## config.mk

```make
export PLATFORM = sky130hd
export DESIGN_NAME = mem_block_serializer
export DESIGN_NICKNAME = d
export VERILOG_FILES = /design/src/rtl/mem_block_serializer.sv
export SDC_FILE = /design/constraint.sdc
export NUM_CORES = 2
export LEC_CHECK = 0
export ABC_AREA = 1
export ABC_CLOCK_PERIOD_IN_PS = 8100
export CAP_MARGIN = 20
export CORE_AREA = 2 2 251 253
export CTS_BUF_LIST = sky130_fd_sc_hd__clkbuf_8
export CTS_CLUSTER_SIZE = 16
export DETAILED_ROUTE_END_ITERATION = 7
export DIE_AREA = 0 0 253 255
export GPL_TIMING_DRIVEN = 0
export PLACE_DENSITY = 0.79
export SYNTH_ARGS = -nofsm -noshare
export SYNTH_HDL_FRONTEND = slang
export SYNTH_SLANG_ARGS = --single-unit
```

## constraint.sdc

```tcl
create_clock -name clk -period 8.1 [get_ports clk]
set_input_delay 1.62 -clock clk [delete_from_list [all_inputs] [get_ports clk]]
set_output_delay 1.62 -clock clk [all_outputs]
set_load 0.02 [all_outputs]
```

## src/rtl/mem_block_serializer.sv

```systemverilog
// ============================================================================
// mem_block_serializer : splits 256-bit cache block requests into 32-bit beats
// Revision 1.0
// ============================================================================
`default_nettype none

module mem_block_serializer #(
  parameter int ADDR_WIDTH = 28,
  parameter int DATA_WIDTH = 32,
  parameter int BLOCK_SIZE = 256,
  parameter int TIMEOUT    = 255
) (
  input  logic                  clk,
  input  logic                  rst_n,
  input  logic [ADDR_WIDTH-1:0] mem_addr,
  input  logic [BLOCK_SIZE-1:0] mem_wr,
  input  logic                  mem_rw,
  input  logic                  mem_valid,
  output logic [BLOCK_SIZE-1:0] mem_rd,
  output logic                  mem_ready,
  output logic [ADDR_WIDTH-1:0] dram_addr,
  output logic [DATA_WIDTH-1:0] dram_wdata,
  output logic                  dram_we,
  output logic                  dram_req,
  input  logic [DATA_WIDTH-1:0] dram_rdata,
  input  logic                  dram_ack,
  output logic                  bus_err
);

  localparam int BEATS  = BLOCK_SIZE / DATA_WIDTH;
  localparam int BEAT_W = $clog2(BEATS);
  localparam int TO_W   = $clog2(TIMEOUT + 1);

  typedef enum logic [1:0] {
    IDLE = 2'd0,
    BEAT = 2'd1,
    RESP = 2'd2
  } state_t;

  state_t                       state;
  state_t                       state_nxt;
  logic [ADDR_WIDTH-BEAT_W-1:0] base;
  logic [BLOCK_SIZE-1:0]        wblock;
  logic [BLOCK_SIZE-1:0]        rbuf;
  logic                         rw;
  logic [BEAT_W-1:0]            beat;
  logic [TO_W-1:0]              tcnt;
  logic                         last_beat;
  logic                         timed_out;
  logic                         unused_addr_lsbs;

  // Low address bits select the word inside the block and are regenerated per beat
  assign unused_addr_lsbs = ^mem_addr[BEAT_W-1:0];

  assign last_beat = (beat == BEAT_W'(BEATS - 1));
  assign timed_out = (tcnt == TO_W'(TIMEOUT - 1));

  always_comb begin
    state_nxt = state;
    case (state)
      IDLE: if (mem_valid) state_nxt = BEAT;
      BEAT: begin
        if (dram_ack) begin
          if (last_beat) state_nxt = RESP;
        end else if (timed_out) begin
          state_nxt = RESP;
        end
      end
      RESP:    state_nxt = IDLE;
      default: state_nxt = IDLE;
    endcase
  end

  always_ff @(posedge clk) begin
    if (!rst_n) state <= IDLE;
    else        state <= state_nxt;
  end

  always_ff @(posedge clk) begin
    if (!rst_n) begin
      base    <= '0;
      wblock  <= '0;
      rbuf    <= '0;
      rw      <= 1'b0;
      beat    <= '0;
      tcnt    <= '0;
      mem_rd  <= '0;
      bus_err <= 1'b0;
    end else begin
      case (state)
        IDLE: begin
          if (mem_valid) begin
            base   <= mem_addr[ADDR_WIDTH-1:BEAT_W];
            wblock <= mem_wr;
            rw     <= mem_rw;
            beat   <= '0;
            tcnt   <= '0;
          end
        end
        BEAT: begin
          if (dram_ack) begin
            if (!rw) rbuf[beat*DATA_WIDTH +: DATA_WIDTH] <= dram_rdata;
            tcnt <= '0;
            if (last_beat) begin
              // Final word bypasses the assembly buffer so mem_rd is complete at RESP
              if (!rw) mem_rd <= {dram_rdata, rbuf[BLOCK_SIZE-DATA_WIDTH-1:0]};
              beat <= '0;
            end else begin
              beat <= beat + 1'b1;
            end
          end else if (timed_out) begin
            bus_err <= 1'b1;
            beat    <= '0;
            tcnt    <= '0;
          end else begin
            tcnt <= tcnt + 1'b1;
          end
        end
        default: ;
      endcase
    end
  end

  assign dram_req   = (state == BEAT);
  assign dram_we    = rw & dram_req;
  assign dram_addr  = {base, beat};
  assign dram_wdata = wblock[beat*DATA_WIDTH +: DATA_WIDTH];
  assign mem_ready  = (state == RESP);

endmodule

`default_nettype wire

```

[Word-level counts from Yosys, hierarchy flattened]
Cells that the tools add are included.
W data, S select, Z words.
Storage, ports and cells
  register bits after elaboration: 808
  bits of input ports: 321
  output and inout port bits: 320
Operators by class
  add/subtract/negate cells: 3
  equality and inequality tests: 7
  shifts and indexed selects: 3
  muxes and demuxes: 15
  bitwise gates (word level): 3
  reductions and logical operators: 9
Operator list (number)
  $bwmux W256: 1
  $shift A32 B34 Y256 const A: 1
  $shiftx A256 B9 Y32: 1
  $shiftx A32 B34 Y256: 1
  $neg A8 Y34: 1
  $mux W8: 3
  $pmux W8 S2: 1
  $mux W3: 4
  $reduce_and A3 Y1: 4
  $add A8 B1 Y8 const B: 1
  $eq A8 B8 Y1 const B: 1
  $mux W2: 4
  $pmux W3 S2: 1
  $pmux W2 S2: 1
  $reduce_and A2 Y1: 2
  $reduce_and A4 Y1: 1
  $add A3 B1 Y3 const B: 1
  $eq A3 B3 Y1 const B: 1
  $ne A3 B1 Y1 const B: 1
  $ne A3 B2 Y1 const B: 1
  $eq A2 B1 Y1 const B: 1
  $eq A2 B2 Y1 const B: 1
  $logic_not A2 Y1: 1
  $ne A2 B2 Y1 const B: 1
  other kinds (3): 4

[Logic depth before layout (Yosys ltp)]
  word-level depth: 4
  gate-level depth with buffers: 14
  depth with buffers taken out: 11

[Worst setup path before layout]
OpenSTA, ideal clock, no wires.
  path kind: register -> output
  start point: register beat[0]
  end point: output port dram_wdata[19]
  arrival time: 1.594 ns
  data required time: 6.480 ns
  path slack: 4.886 ns
  cell stages (with the launch flop): 8
  buffers on the path: 3
  cell sequence: dfxtp_1 > buf_2 > buf_2 > clkbuf_1 > o21ai_0 > o22ai_1 > nand2_1 > nand2_1
Between the ends
  word-level cells in the longest chain between the ends: 1
RTL lines
  start, declared: RTL line 46  | logic [BEAT_W-1:0] beat;
  start signal, assigned: RTL line 109  | beat <= beat + 1'b1;
  $shiftx A256 B9 Y32: RTL line 127  | assign dram_wdata = wblock[beat*DATA_WIDTH +: DATA_WIDTH];
  end, declared: RTL line 22  | output logic [DATA_WIDTH-1:0] dram_wdata,
Every way passes these cells.

[Final worst setup path]
  start point: register beat[1]
  end point: output port dram_wdata[20]
Same word-level chain as after synthesis.

==> flow_summary.json <==
{
  "crit_type": "register to output port",
  "wire_per_inst_um": 22.0,
  "grtUsageTotal": 0.396,
  "setup.worst_path.start": "beat[1]$_SDFFE_PN0P_",
  "finalHoldViolCount": 0,
  "synth-seq-cells": 776,
  "whs_ns": 0.423,
  "crit_family": "buffers and inverters",
  "finalClockSkew_ns": 0.0427,
  "leakagePower_nw": 17.0,
  "ctsResizeCount": 0,
  "maxCapViolCount": 0,
  "worstSetupPathDepth": 7,
  "ios": 641,
  "synth_edf_count": 0,
  "slew-limit-headroom": 0.171,
  "clock_latency_ns": 0.80,
  "stdcell_count": 6005,
  "cp-end-kind": "output port",
  "min_period_over_period": 0.727,
  "antenna_found_initial": 10,
  "placed_cell_area_um2": 38400,
  "ys_warn_count": 0,
  "dp_cells": 5768,
  "cts-root-buf": "clkbuf_8",
  "synthCells": 4333,
  "areaGrowthSynthToFinish_pct": 32.2,
  "r2r_end": "rbuf[54]$_SDFFE_PN0P_",
  "synth_nets": 4661,
  "ctsLongestPathBuffers": 3,
  "dieArea_um2": 64500,
  "vdd_ir_drop_max_mv": 0.148,
  "hold_path_class": "register to register",
  "nets": 5430,
  "critPathCapture": "dram_wdata[20]",
  "dr.first_iter.drc_count": 3596,
  "grt_pass1_vias": 30945,
  "cp_data_arrival_time_ns": 4.27,
  "cts_tree": "built",
  "nFillCells": 5559,
  "synth.avg_cell_area_um2": 7.16,
  "setup_violations": 0,
  "final_common_cell": "nor2_1",
  "gp_congestion": 1.06,
  "start_util": 0.499,
  "r2r_start": "beat[1]$_SDFFE_PN0P_",
  "cts.sinks": 776,
  "htreeDepth": 4,
  "core_um2": 62200,
  "path_buf_inv": 3,
  "drt-pass1-iter-count": 6,
  "reg2reg_slack_ns": 3.85,
  "viasPerCell": 5.59,
  "p_per_area_nw_per_um2": 213,
  "crit_path_max_fanout": 10,
  "cts-buffers-inserted": 131,
  "fmax_mhz": 170,
  "drive_gt1_frac": 0.0622,
  "worstMarginPinSlew_ns": 1.24,
  "ctsHoldBuffers": 0,
  "r2r_cells": 12,
  "cts_setup_buffers": 0,
  "synth_cell_types": 27,
  "vias": 33575,
  "holdPathStages": 2,
  "postRouteWirelength_um": 132000,
  "grt_pass1_wl_um": 189000,
  "async_flop_share": 0,
  "num_rows": 92,
  "fin_area_um2": 41000,
  "io_buffers": 636,
  "dieHeight_um": 255,
  "hpwlAfterDp_um": 100000,
  "clkTransAtPathRegs_ns": 0.06,
  "ys_seq_area_frac": 0.501,
  "min_period_ns": 5.89,
  "rsz0062_at_grt": "no",
  "cp_cell_sequence": "clkbuf_1 -> clkbuf_1 -> o21ai_0 -> o22ai_1 -> nand2_1 -> nand2_1 -> clkdlybuf4s50_1",
  "worstSetupStartpointType": "register",
  "ant_nets": 0,
  "synth_ff_type": "dfxtp_1",
  "fin_setup_tns_ns": 0,
  "cp_data_required_time_ns": 6.48,
  "syn-cell-area_um2": 31000,
  "grt_max_degree": 17,
  "status": "finished, final reports clean",
  "cp_slowest_stage_delay_ns": 0.72,
  "route.detailed.drc": 0,
  "die_x_um": 253,
  "mostFrequentLayoutCells": "nor2_1, dfxtp_1, o21ai_0, clkdlybuf4s50_1, nand2_1",
  "grt-ovfl-total": 0,
  "finalMaxSlewViolations": 0,
  "slowest_stage": "dfxtp_1"
}
Yosys cell counts (2+ instances only):
master	instances	area, µm²
buf_4	13	97.6
a21oi_1	210	1050
nor2_2	4	25.0
inv_1	157	589
dfxtp_1	776	15500
ha_1	7	87.6
nand3_1	108	541
buf_1	26	97.6
nand4_1	98	613
buf_2	100	500
o22ai_1	65	407
nand2_2	2	12.5
a31oi_1	2	12.5
nor3_1	35	175
o21ai_0	764	3820
inv_2	6	22.5
clkbuf_1	222	833
nor2_1	1389	5210
nor2_4	4	45.0
clkinv_1	2	7.51
nand2_1	337	1260
how the worst min path moves through the flow:
stage,end,from
final,mem_rd[103]$_SDFFE_PN0P_,rbuf[103]$_SDFFE_PN0P_
after global routing,mem_rd[103]$_SDFFE_PN0P_,rbuf[103]$_SDFFE_PN0P_
after CTS,mem_rd[103]$_SDFFE_PN0P_,rbuf[103]$_SDFFE_PN0P_
after detailed placement,mem_rd[41]$_SDFFE_PN0P_,rbuf[41]$_SDFFE_PN0P_
after global placement,mem_rd[160]$_SDFFE_PN0P_,rbuf[160]$_SDFFE_PN0P_
after floorplan,mem_rd[32]$_SDFFE_PN0P_,rbuf[32]$_SDFFE_PN0P_
layer usage:
layer	global-route usage	wire length [µm]	up-vias
li1	-	-	15705
met1	0.471	49800	15464
met2	0.648	60300	1958
met3	0.0901	12900	442
met4	0.256	8890	6
met5	0	47	-
logic make-up after synthesis:
logic type	after synthesis	share of synthesized area
AOI/OAI and AO/OA	1041	0.171
adders and majority gates	7	0.00282
DFF	776	0.501
and+or+nand+nor	1980	0.256
buffers and inverters	527	0.0695
xor gates and xnor gates	2	0.000565
flip-flops by register name (all words and copies together) (netlist names):
register and count:
beat 3, bus_err 1, rbuf 224, tcnt 8
base 25, rw 1, state 2, wblock 256
mem_rd 256
metrics by stage:
| step | power (W) | utilization | worst slack (ns) |
|---|---|---|---|
| floorplan | 0.00467 | - | 4.89 |
| global placement | 0.00522 | 0.617 | 3.20 |
| detailed placement | 0.00523 | 0.617 | 3.19 |
| CTS | 0.00868 | 0.659 | 2.35 |
| global route | 0.00898 | 0.660 | 2.30 |
| finish | 0.00872 | 0.660 | 2.21 |
layout make-up:
| cell class | instances | area (µm²) | share of cell area |
|---|---|---|---|
| clock buffer | 160 | 2200 | 0.0537 |
| inverter | 166 | 626 | 0.0153 |
| multi-input combinational | 3030 | 13300 | 0.325 |
| clock inverter | 68 | 403 | 0.00983 |
| tap | 799 | 1000 | 0.0244 |
| buffer | 361 | 1530 | 0.0373 |
| antenna | 9 | 22.5 | 0.000549 |
| timing repair buffer | 636 | 6370 | 0.155 |
| sequential | 776 | 15500 | 0.379 |
power breakdown:
part | total [W] | switching (W) | internal [W]
combinational | 0.00111 | 0.000712 | 0.000401
sequential | 0.00408 | 0.000102 | 0.00398
clock | 0.00352 | 0.00164 | 0.00188
tightest hold or removal path, cell delays in order, from the launching register on:
cell     delay (ns)
dfxtp_1        0.31
inv_1          0.05
a21oi_1        0.05
No activity file was read; power rests on OpenSTA's default activity.
